File: config.mk
export PLATFORM = sky130hd
export DESIGN_NAME = sam_mouse_port
export DESIGN_NICKNAME = d
export VERILOG_FILES = /design/src/rtl/sam_mouse_pkg.sv /design/src/rtl/sam_mouse_port_packet_asm.sv /design/src/rtl/sam_mouse_port.sv
export SDC_FILE = /design/constraint.sdc
export NUM_CORES = 1
export LEC_CHECK = 0
export CAP_MARGIN = 10
export CELL_PAD_IN_SITES_DETAIL_PLACEMENT = 0
export CELL_PAD_IN_SITES_GLOBAL_PLACEMENT = 2
export CORE_MARGIN = 4
export CORE_UTILIZATION = 40
export DETAILED_ROUTE_END_ITERATION = 10
export MAX_ROUTING_LAYER = met4
export PLACE_DENSITY_LB_ADDON = 0.1
export SLEW_MARGIN = 25
export SYNTH_ARGS = -nofsm -noshare
export SYNTH_HDL_FRONTEND = slang
export SYNTH_SLANG_ARGS = --single-unit
File: constraint.sdc
create_clock -name clk -period 3.8 [get_ports clk]
set_clock_uncertainty 0.15 [all_clocks]
set_input_delay 0.38 -clock clk [delete_from_list [all_inputs] [get_ports clk]]
set_output_delay 0.38 -clock clk [all_outputs]
set_load 0.02 [all_outputs]
File: src/rtl/sam_mouse_pkg.sv
// Shared constants and types for the SAM mouse port: read-sequence indices,
// the header nibble, the packet length and the byte-counter state encoding.
package sam_mouse_pkg;

  localparam logic [3:0] IDX_HDR  = 4'd0;
  localparam logic [3:0] IDX_BTN  = 4'd1;
  localparam logic [3:0] IDX_Y_HI = 4'd2;
  localparam logic [3:0] IDX_Y_MD = 4'd3;
  localparam logic [3:0] IDX_Y_LO = 4'd4;
  localparam logic [3:0] IDX_X_HI = 4'd5;
  localparam logic [3:0] IDX_X_MD = 4'd6;
  localparam logic [3:0] IDX_X_LO = 4'd7;
  localparam logic [3:0] IDX_TRL  = 4'd8;

  localparam logic [3:0] HDR_NIBBLE = 4'hF;

  localparam int         PKT_BYTES = 3;
  localparam logic [1:0] PKT_LAST  = 2'(PKT_BYTES - 1);

  typedef enum logic [1:0] {
    PKT_B0 = 2'd0,
    PKT_B1 = 2'd1,
    PKT_B2 = PKT_LAST
  } pkt_state_t;

  typedef struct packed {
    logic m;
    logic r;
    logic l;
  } btn_t;

endpackage

File: src/rtl/sam_mouse_port_packet_asm.sv
// PS/2 3-byte packet assembler: resyncs on the byte0 bit3 marker, emits
// overflow-filtered dx/dy and buttons with a one-cycle valid after byte2.
import sam_mouse_pkg::*;

module mouse_packet_asm (
  input  logic       clk,
  input  logic       rst,
  input  logic [7:0] ps2_byte,
  input  logic       ps2_byte_valid,
  output logic [8:0] dx,
  output logic [8:0] dy,
  output btn_t       buttons,
  output logic       pkt_vld,
  output logic       pkt_err
);

  pkt_state_t st;
  pkt_state_t st_nx;
  logic [7:0] b0_q;
  logic [7:0] b1_q;
  logic       ld_b0;
  logic       ld_b1;
  logic       fire;
  logic       bad_hdr;

  always_ff @(posedge clk or posedge rst) begin
    if (rst) st <= PKT_B0;
    else     st <= st_nx;
  end

  always_comb begin
    st_nx = st;
    case (st)
      PKT_B0:  if (ps2_byte_valid && ps2_byte[3]) st_nx = PKT_B1;
      PKT_B1:  if (ps2_byte_valid) st_nx = PKT_B2;
      PKT_B2:  if (ps2_byte_valid) st_nx = PKT_B0;
      default: st_nx = PKT_B0;
    endcase
  end

  always_comb begin
    ld_b0   = 1'b0;
    ld_b1   = 1'b0;
    fire    = 1'b0;
    bad_hdr = 1'b0;
    if (ps2_byte_valid) begin
      case (st)
        PKT_B0: begin
          ld_b0   = ps2_byte[3];
          bad_hdr = ~ps2_byte[3];
        end
        PKT_B1:  ld_b1 = 1'b1;
        PKT_B2:  fire  = 1'b1;
        default: ;
      endcase
    end
  end

  // Overflowed axes are delivered as zero so the accumulator sees no motion.
  always_ff @(posedge clk or posedge rst) begin
    if (rst) begin
      b0_q    <= '0;
      b1_q    <= '0;
      dx      <= '0;
      dy      <= '0;
      buttons <= '0;
      pkt_vld <= 1'b0;
      pkt_err <= 1'b0;
    end else begin
      pkt_vld <= fire;
      pkt_err <= bad_hdr;
      if (ld_b0) b0_q <= ps2_byte;
      if (ld_b1) b1_q <= ps2_byte;
      if (fire) begin
        dx      <= b0_q[6] ? 9'd0 : {b0_q[4], b1_q};
        dy      <= b0_q[7] ? 9'd0 : {b0_q[5], ps2_byte};
        buttons <= b0_q[2:0];
      end
    end
  end

endmodule

File: src/rtl/sam_mouse_port.sv
// SAM Coupe mouse port: packet accumulation plus the nibble read sequencer on 0xFFFE.
// MOUSE_SATURATE_EN selects saturating accumulators; undefined, they wrap.
import sam_mouse_pkg::*;

module sam_mouse_port #(
  parameter int TIMEOUT_CYCLES = 600,
  parameter int ACC_W          = 12
) (
  input  logic       clk,
  input  logic       rst,
  input  logic [7:0] ps2_byte,
  input  logic       ps2_byte_valid,
  input  logic       rdmsel,
  output logic [3:0] mdata,
  output logic       pkt_err
);

  localparam int           TW   = $clog2(TIMEOUT_CYCLES + 1);
  localparam logic [TW-1:0] TMAX = TW'(TIMEOUT_CYCLES);

  logic [8:0]       dx;
  logic [8:0]       dy;
  btn_t             pkt_btn;
  logic             pkt_vld;
  btn_t             btn_q;
  btn_t             snap_btn;
  logic [ACC_W-1:0] acc_x;
  logic [ACC_W-1:0] acc_y;
  logic [ACC_W-1:0] snap_x;
  logic [ACC_W-1:0] snap_y;
  logic [ACC_W-1:0] base_x;
  logic [ACC_W-1:0] base_y;
  logic [3:0]       idx;
  logic             rd_q;
  logic [TW-1:0]    tcnt;
  logic             rd_fall;
  logic             rd_edge;
  logic             snap_fire;
  logic [11:0]      view_x;
  logic [11:0]      view_y;

  mouse_packet_asm u_asm (
    .clk            (clk),
    .rst            (rst),
    .ps2_byte       (ps2_byte),
    .ps2_byte_valid (ps2_byte_valid),
    .dx             (dx),
    .dy             (dy),
    .buttons        (pkt_btn),
    .pkt_vld        (pkt_vld),
    .pkt_err        (pkt_err)
  );

  function automatic logic [ACC_W-1:0] acc_next(input logic [ACC_W-1:0] base,
                                                input logic [8:0]       d);
    logic [ACC_W-1:0] ext;
    logic [ACC_W-1:0] sum;
    ext = {{(ACC_W-9){d[8]}}, d};
    sum = base + ext;
`ifdef MOUSE_SATURATE_EN
    if ((base[ACC_W-1] == ext[ACC_W-1]) && (sum[ACC_W-1] != base[ACC_W-1]))
      sum = base[ACC_W-1] ? {1'b1, {(ACC_W-1){1'b0}}} : {1'b0, {(ACC_W-1){1'b1}}};
`endif
    return sum;
  endfunction

  assign rd_fall   = rd_q & ~rdmsel;
  assign rd_edge   = rd_q ^ rdmsel;
  assign snap_fire = rd_fall && (idx == IDX_HDR);

  // A snapshot clear and an accumulate in the same cycle: the delta seeds the cleared accumulator.
  assign base_x = snap_fire ? '0 : acc_x;
  assign base_y = snap_fire ? '0 : acc_y;

  always_ff @(posedge clk or posedge rst) begin
    if (rst) begin
      acc_x    <= '0;
      acc_y    <= '0;
      btn_q    <= '0;
      snap_x   <= '0;
      snap_y   <= '0;
      snap_btn <= '0;
    end else begin
      acc_x <= pkt_vld ? acc_next(base_x, dx) : base_x;
      acc_y <= pkt_vld ? acc_next(base_y, dy) : base_y;
      if (pkt_vld) btn_q <= pkt_btn;
      if (snap_fire) begin
        snap_x   <= acc_x;
        snap_y   <= acc_y;
        snap_btn <= btn_q;
      end
    end
  end

  always_ff @(posedge clk or posedge rst) begin
    if (rst) begin
      rd_q <= 1'b0;
      tcnt <= '0;
      idx  <= IDX_HDR;
    end else begin
      rd_q <= rdmsel;
      if (rd_edge)           tcnt <= '0;
      else if (tcnt != TMAX) tcnt <= tcnt + 1'b1;
      if (rd_fall)           idx <= (idx == IDX_TRL) ? IDX_HDR : idx + 4'd1;
      else if (tcnt == TMAX) idx <= IDX_HDR;
    end
  end

  assign view_x = snap_x[11:0];
  assign view_y = snap_y[11:0];

  always_comb begin
    mdata = HDR_NIBBLE;
    case (idx)
      IDX_HDR:  mdata = HDR_NIBBLE;
      IDX_BTN:  mdata = {1'b1, ~snap_btn.m, ~snap_btn.r, ~snap_btn.l};
      IDX_Y_HI: mdata = view_y[11:8];
      IDX_Y_MD: mdata = view_y[7:4];
      IDX_Y_LO: mdata = view_y[3:0];
      IDX_X_HI: mdata = view_x[11:8];
      IDX_X_MD: mdata = view_x[7:4];
      IDX_X_LO: mdata = view_x[3:0];
      IDX_TRL:  mdata = HDR_NIBBLE;
      default:  mdata = HDR_NIBBLE;
    endcase
  end

endmodule

==> flow_summary.yaml, run 1 <==
status:
  status: "finished clean"
clock_tree:
  postCtsSetupRepairBufs: 0
  cts_hold_buf: 0
  cts.reportedPaths.clkPinSlew_ns: 0.07
  cts_max_path_buffers: 2
  worstSkewPairLatency_ns: 0.36
  cts_buffers: 9
  cts_tree: "built"
  cts.sinks: 109
  clockRootBuffer: "clkbuf_16"
  cts_resized: 0
  cts_max_level: 3
setup_path:
  worstReg2RegEnd: "acc_x[10]"
  crit_family: "simple AND/OR/NAND/NOR gates"
  crit_chain: "inv_1 -> ha_1 -> nand4bb_2 -> and2_1 -> ha_1 -> inv_1 -> fa_1 -> nor2b_4 -> o31a_1 -> o21a_1 -> or4_1 -> o211ai_1"
  cp_slowest_cell: "or4_1"
  critPathRequiredTime_ns: 3.92
  r2r_start: "idx[0]"
  path_buf_inv: 2
  critPathCaptureType: "flop"
  cp_data_arrival_time_ns: 3.54
  ff2ff_setup_slack_ns: 0.38
  cp_max_fo: 9
  startpoint_type: "flop"
  r2r_cells: 12
  criticalPathCategory: "reg -> reg"
  max_stage_delay_ns: 0.47
yosys:
  ys.flop_type: "dfrtp_1"
  synthXorXnorAreaFrac_pct: 1.94
  synth_edf_count: 0
  syn-num-nets: 663
  ys_seq_area_share_pct: 46.6
  synth_compound_area_share_pct: 15.0
  synth.avg_cell_area_um2: 9.44
  yosysMostFrequentCell: "nand2_1"
  yosys_warnings: 0
  synth_area_leaders: "dfrtp_1, nand2_1, ha_1"
  ys_seq_elements: 109
  synth_cell_type_count: 57
  synth_top_area_share_pct: 46.6
  synth_commonest_cells: "nand2_1, dfrtp_1, o21ai_0"
  synth_cells: 620
  synth-simple-area-share_pct: 21.0
  muxShareOfSynthArea_pct: 5.13
  async_reset_ff_share_pct: 100
  synth_area_um2: 5860
  synth_top_family_by_area: "simple AND/OR/NAND/NOR gates"
  synth_fa_ha_area_share_pct: 6.88
  synth_largest_area_cell: "dfrtp_1"
floorplanning:
  die_y_um: 129
  start_util_pct: 41.5
  core_area_um2: 14100
  pin_count: 17
  design.die.area_um2: 16600
  fp-row-count: 43
  die_w_um: 129
pwr:
  p_sw_mw: 1.73
  power.leakage_nw: 3.04
  internal_power_mw: 2.83
  pwr-share-clk_pct: 20.1
  seqPwrFrac_pct: 41.8
  p_per_area_nw_per_um2: 699
  combPwrFrac_pct: 38.1
  switching_share_pct: 38.0
  max-vdd-ir-drop_uv: 360
  power_mw: 4.56
global_route:
  grt_pass1_vias: 4386
  grt_pass1_wl_um: 22000
  antenna_found_initial: 0
  grt_max_degree: 64
  grt-ovfl-total: 0
  track_usage_pct: 17.2
finish:
  area_delta_synth_final_pct: 11.4
  antenna_cells: 0
  fill_cells: 1325
  nNetsFinal: 674
  multiInputGateArea_um2: 2950
  layout-drive-gt1-share_pct: 8.96
  seq_area_um2: 2730
route:
  vias_per_cell: 5.27
  drtIter0Drc: 270
  drt_pass1_iterations: 6
  wl_per_cell_um: 15.7
  via_count: 4303
  routed_wl_um: 12800
  drtAntennaViolNets: 0
  drc: 0
timing:
  period_share_pct: 90.0
  slew_headroom_pct: 40.9
  timing.setup.tns_ns: 0
  setup_violations: 0
  finalHoldViolCount: 0
  slew_violations: 0
  tightest_slew_ns: 0.886
  period_needed_ns: 3.42
  fmax_mhz: 292
  rsz0062_at_grt: "false"
worst_hold_path:
  holdPathStages: 2
  hp-class: "reg -> reg"
  hp-start: "acc_y[11]"
  min_to: "snap_y[11]"
placed_design:
  io_buffers: 16
  finalWeightedCongestion: 0.861
  dp_hpwl_um: 9420
flow_run:
  drv_cap: 0
[registers in the layout (all words and copies together) (netlist names)]
signal / cells
u_asm.dy: 9
tcnt: 10
btn_q: 3
u_asm.dx: 9
acc_x: 12
snap_y: 12
u_asm.st: 2
u_asm.pkt_vld: 1
u_asm.pkt_err: 1
idx: 4
u_asm.buttons: 3
snap_btn: 3
u_asm.b0_q: 7
snap_x: 12
u_asm.b1_q: 8
acc_y: 12
rd_q: 1
[cell type report]
type / instances / area share [%]
Multi-Input combinational cell: 460 / 45.3
Timing Repair Buffer: 27 / 3.72
Sequential cell: 109 / 41.8
Inverter: 24 / 1.42
Clock inverter: 6 / 0.844
Clock buffer: 10 / 3.51
Tap cell: 180 / 3.45
[placed cells by master, fill, tap and decap left out, drive strengths merged, types with 3 or more instances in the layout]
| cell | n |
|---|---|
| o21bai | 3 |
| buf | 11 |
| mux2 | 24 |
| and2 | 26 |
| nand2b | 19 |
| a22oi | 9 |
| inv | 26 |
| nand3b | 5 |
| ha | 29 |
| o21ai | 48 |
| a211oi | 5 |
| nor2 | 16 |
| clkbuf | 10 |
| clkinv | 4 |
| and3 | 6 |
| nand2 | 133 |
| xnor2 | 5 |
| a21boi | 3 |
| o31ai | 5 |
| nor3 | 5 |
| xor2 | 8 |
| o21a | 8 |
| mux2i | 3 |
| dfrtp | 109 |
| nand4 | 6 |
| nor2b | 7 |
| o211ai | 8 |
| nor3b | 4 |
| or3 | 7 |
| clkdlybuf4s50 | 16 |
| a21oi | 16 |
| nand3 | 14 |
| a21o | 7 |
| a211o | 3 |
[cells by family after synthesis]
| family | Yosys count |
|---|---|
| fa+ha+maj | 31 |
| mux | 27 |
| flops | 109 |
| simple gates | 255 |
| buf+inv | 51 |
| compound gates | 134 |
| xor+xnor | 13 |
[layer usage]
metal	global-route usage (%)	wire length (um)	vias to the layer above
li1	-	-	2196
met1	23.6	6570	2049
met2	25.9	5740	47
met3	3.49	336	11
met4	4.94	163	0
met5	-	0	-
[per-stage QoR]
step	area (um2)	util, %	setup slack [ns]	hold WS (ns)	cells
final	6530	46.3	0.379	0.309	816
after global routing	6530	46.3	0.0904	0.344	816
after CTS	6520	46.3	0.364	0.315	816
after detailed placement	6240	44.3	0.233	0.294	800
after global placement	6240	44.3	0.321	0.295	800
after floorplan	5860	-	0.396	0.261	620
[tightest hold or removal path, delay by kind of cell (launching register included)]
family | cells | cell delay (ns)
flops | 1 | 0.34
simple gates | 2 | 0.10
[worst max-delay path by stage]
stage / start / to / cells past startpoint
finish: idx[0] / acc_x[10] / 12
global placement: rdmsel / acc_x[10] / 13
CTS: idx[0] / acc_x[10] / 12
global route: idx[0] / acc_x[11] / 10
detailed placement: rdmsel / acc_x[10] / 13
floorplan: rst / acc_x[0] / 1
[power groups by stage]
stage / Sequential [mW] / Clock [mW] / Combinational [mW]
2_1_floorplan: 1.78 / 0 / 1.34
3_3_place_gp: 1.93 / 0 / 1.71
3_5_place_dp: 1.93 / 0 / 1.74
4_1_cts: 1.91 / 0.957 / 1.75
5_1_grt: 1.97 / 1.00 / 1.97
6_report: 1.91 / 0.919 / 1.74
No activity file was read; power rests on OpenSTA's default activity.
==> run 2, diff against run 1 <==
Settings changed: CORE_UTILIZATION 40 to 41, SYNTH_HIERARCHICAL set to 1.
==> run 2 against run 1 <==
  * Global-route usage shrank 0.68 points
  * Routed wire length down 3.9%
  * Power is 5.9% higher
  * Largest cell class unchanged
==> flow_summary.yaml, run 2 <==
clock_tree:
  clockRootBuffer: "clkbuf_16"
  worstSkewPairLatency_ns: 0.35
  cts.sinks: 109
  cts.reportedPaths.clkPinSlew_ns: 0.08
  cts_max_path_buffers: 2
  cts_buffers: 9
  cts_max_level: 3
  cts_resized: 0
  cts_hold_buf: 0
  postCtsSetupRepairBufs: 0
  cts_tree: "built"
finish:
  nNetsFinal: 626
  layout_common_cells: "dfrtp_1, nand2_1, mux2_2, ha_1, and2_1"
  antenna_cells: 0
  area_delta_synth_final_pct: 11.2
  layout_commonest_cell: "dfrtp_1"
  layout-drive-gt1-share_pct: 14.8
setup_path:
  critPathCaptureType: "flop"
  r2r_cells: 13
  worstReg2RegEnd: "acc_x[8]"
  crit_chain: "clkdlybuf4s50_1 -> inv_1 -> ha_1 -> and2b_1 -> nand3b_2 -> and2_1 -> ha_1 -> inv_1 -> fa_1 -> nor2b_1 -> o21ai_1 -> a21boi_1 -> o21ai_0 -> xnor2_1 -> mux2_2"
  critPathRequiredTime_ns: 3.90
  r2r_start: "rd_q"
  criticalPathCategory: "in -> reg"
  cp_data_arrival_time_ns: 3.48
  cp_max_fo: 9
  cp_slowest_cell: "clkdlybuf4s50_1"
  startpoint_type: "input pin"
  ff2ff_setup_slack_ns: 0.62
  max_stage_delay_ns: 0.50
yosys:
  synth_cell_type_count: 64
  yosys_warnings: 6
  ys.flop_type: "dfrtp_1"
  synth_area_leaders: "dfrtp_1, nand2_1, ha_1"
  synth_area_um2: 5900
  yosysMostFrequentCell: "dfrtp_1"
  async_reset_ff_share_pct: 100
  ys_seq_area_share_pct: 46.2
  syn-num-nets: 608
  synth_cells: 565
  synth_largest_area_cell: "dfrtp_1"
  synth_top_area_share_pct: 46.2
  synth.avg_cell_area_um2: 10.4
  synth_commonest_cells: "dfrtp_1, nand2_1, mux2_2"
  ys_seq_elements: 109
  synth_edf_count: 0
placed_design:
  finalWeightedCongestion: 0.773
  place_ws_ns: 0.0518
  dp_hpwl_um: 8990
  io_buffers: 16
floorplanning:
  die_w_um: 128
  pin_count: 17
  start_util_pct: 42.2
  design.die.area_um2: 16400
  core_area_um2: 14000
  die_y_um: 128
  fp-row-count: 43
route:
  vias_per_cell: 5.17
  via_count: 3974
  drtIter0Drc: 235
  drtAntennaViolNets: 0
  drc: 0
  routed_wl_um: 12300
  drt_pass1_iterations: 4
  wl_per_cell_um: 16.0
global_route:
  grt_pass1_vias: 4106
  grt-ovfl-total: 0
  track_usage_pct: 16.5
  grt_max_degree: 41
  grt_pass1_wl_um: 21000
  antenna_found_initial: 0
pwr:
  seqPwrFrac_pct: 39.6
  pwr-share-clk_pct: 20.7
  power.leakage_nw: 3.12
  p_sw_mw: 1.72
  switching_share_pct: 35.7
  combPwrFrac_pct: 39.7
  max-vdd-ir-drop_uv: 394
  internal_power_mw: 3.11
  p_per_area_nw_per_um2: 736
timing:
  rsz0062_at_grt: "false"
  tightest_slew_ns: 0.612
  period_needed_ns: 3.39
  fmax_mhz: 295
  period_share_pct: 89.1
  setup_slack_ns: 0.415
  setup_violations: 0
  slew_headroom_pct: 58.9
  finalHoldViolCount: 0
  slew_violations: 0
  timing.setup.tns_ns: 0
status:
  status: "finished clean"
flow_run:
  drv_cap: 0
worst_hold_path:
  hp-class: "in -> async"
## run 2: power groups by stage
stage | Combinational, mW | Clock [mW] | Sequential (mW)
2_1_floorplan | 1.51 | 0 | 1.80
3_3_place_gp | 1.89 | 0 | 1.94
3_5_place_dp | 1.91 | 0 | 1.94
4_1_cts | 1.93 | 1.04 | 1.92
5_1_grt | 2.15 | 1.08 | 1.98
6_report | 1.92 | 1.00 | 1.91
## run 2: metal layers
layer  track usage (%)  vias to the layer above  part of all wire (%)
met1              22.4                     1934                    50
met2              25.4                       45                    46
met4              3.75                        0                  0.93
met5                 -                        -                     0
met3              3.96                        8                   2.9
li1                  -                     1987                     -
## run 2: final cells by class
| cell class | instances | area [um2] |
|---|---|---|
| clock buffers | 11 | 253 |
| clock inverters | 5 | 65.1 |
| fillers | 1359 | 7420 |
| inverters | 19 | 71.3 |
| multi-input cells | 415 | 2960 |
| flip-flops and latches | 109 | 2730 |
| well taps | 180 | 225 |
| repair buffers | 29 | 258 |
## run 2: cells by family (layout without fill, tap and decap cells)
| kind of cell | Yosys count | in the layout | synth area share, % |
|---|---|---|---|
| flops | 109 | 109 | 46.2 |
| compound gates | 93 | 93 | 10.7 |
| fa+ha+maj | 31 | 31 | 6.83 |
| buf+inv | 41 | 64 | 3.56 |
| mux | 53 | 53 | 11.3 |
| simple gates | 217 | 217 | 18.3 |
| xor+xnor | 21 | 21 | 3.12 |
## run 2: critical path, delay by kind of cell
kind            cells  cell delay [ns]
fa+ha+maj           3             0.80
simple gates        4             0.71
mux                 1             0.26
buf+inv             3             0.61
xor+xnor            1             0.15
compound gates      3             0.59
## run 2: how the worst max path moves through the flow
stage / cells past startpoint / from / endpoint / slack (ns)
3_5_place_dp: 15 / rdmsel / acc_x[8] / 0.05
5_1_grt: 15 / rdmsel / acc_x[8] / 0.14
6_report: 15 / rdmsel / acc_x[8] / 0.41
2_1_floorplan: 15 / idx[0] / acc_y[9] / 0.64
4_1_cts: 15 / rdmsel / acc_x[8] / 0.42
3_3_place_gp: 15 / rdmsel / acc_x[8] / 0.19
## run 2: per-stage QoR
stage	total power, mW	utilization, %	instances	hold WS [ns]	cell area [um2]
2_1_floorplan	3.32	-	565	0.261	5900
3_3_place_gp	3.82	44.7	752	0.302	6250
3_5_place_dp	3.85	44.7	752	0.304	6250
4_1_cts	4.89	46.9	768	0.219	6560
5_1_grt	5.21	46.9	768	0.249	6560
6_report	4.83	46.9	768	0.213	6560
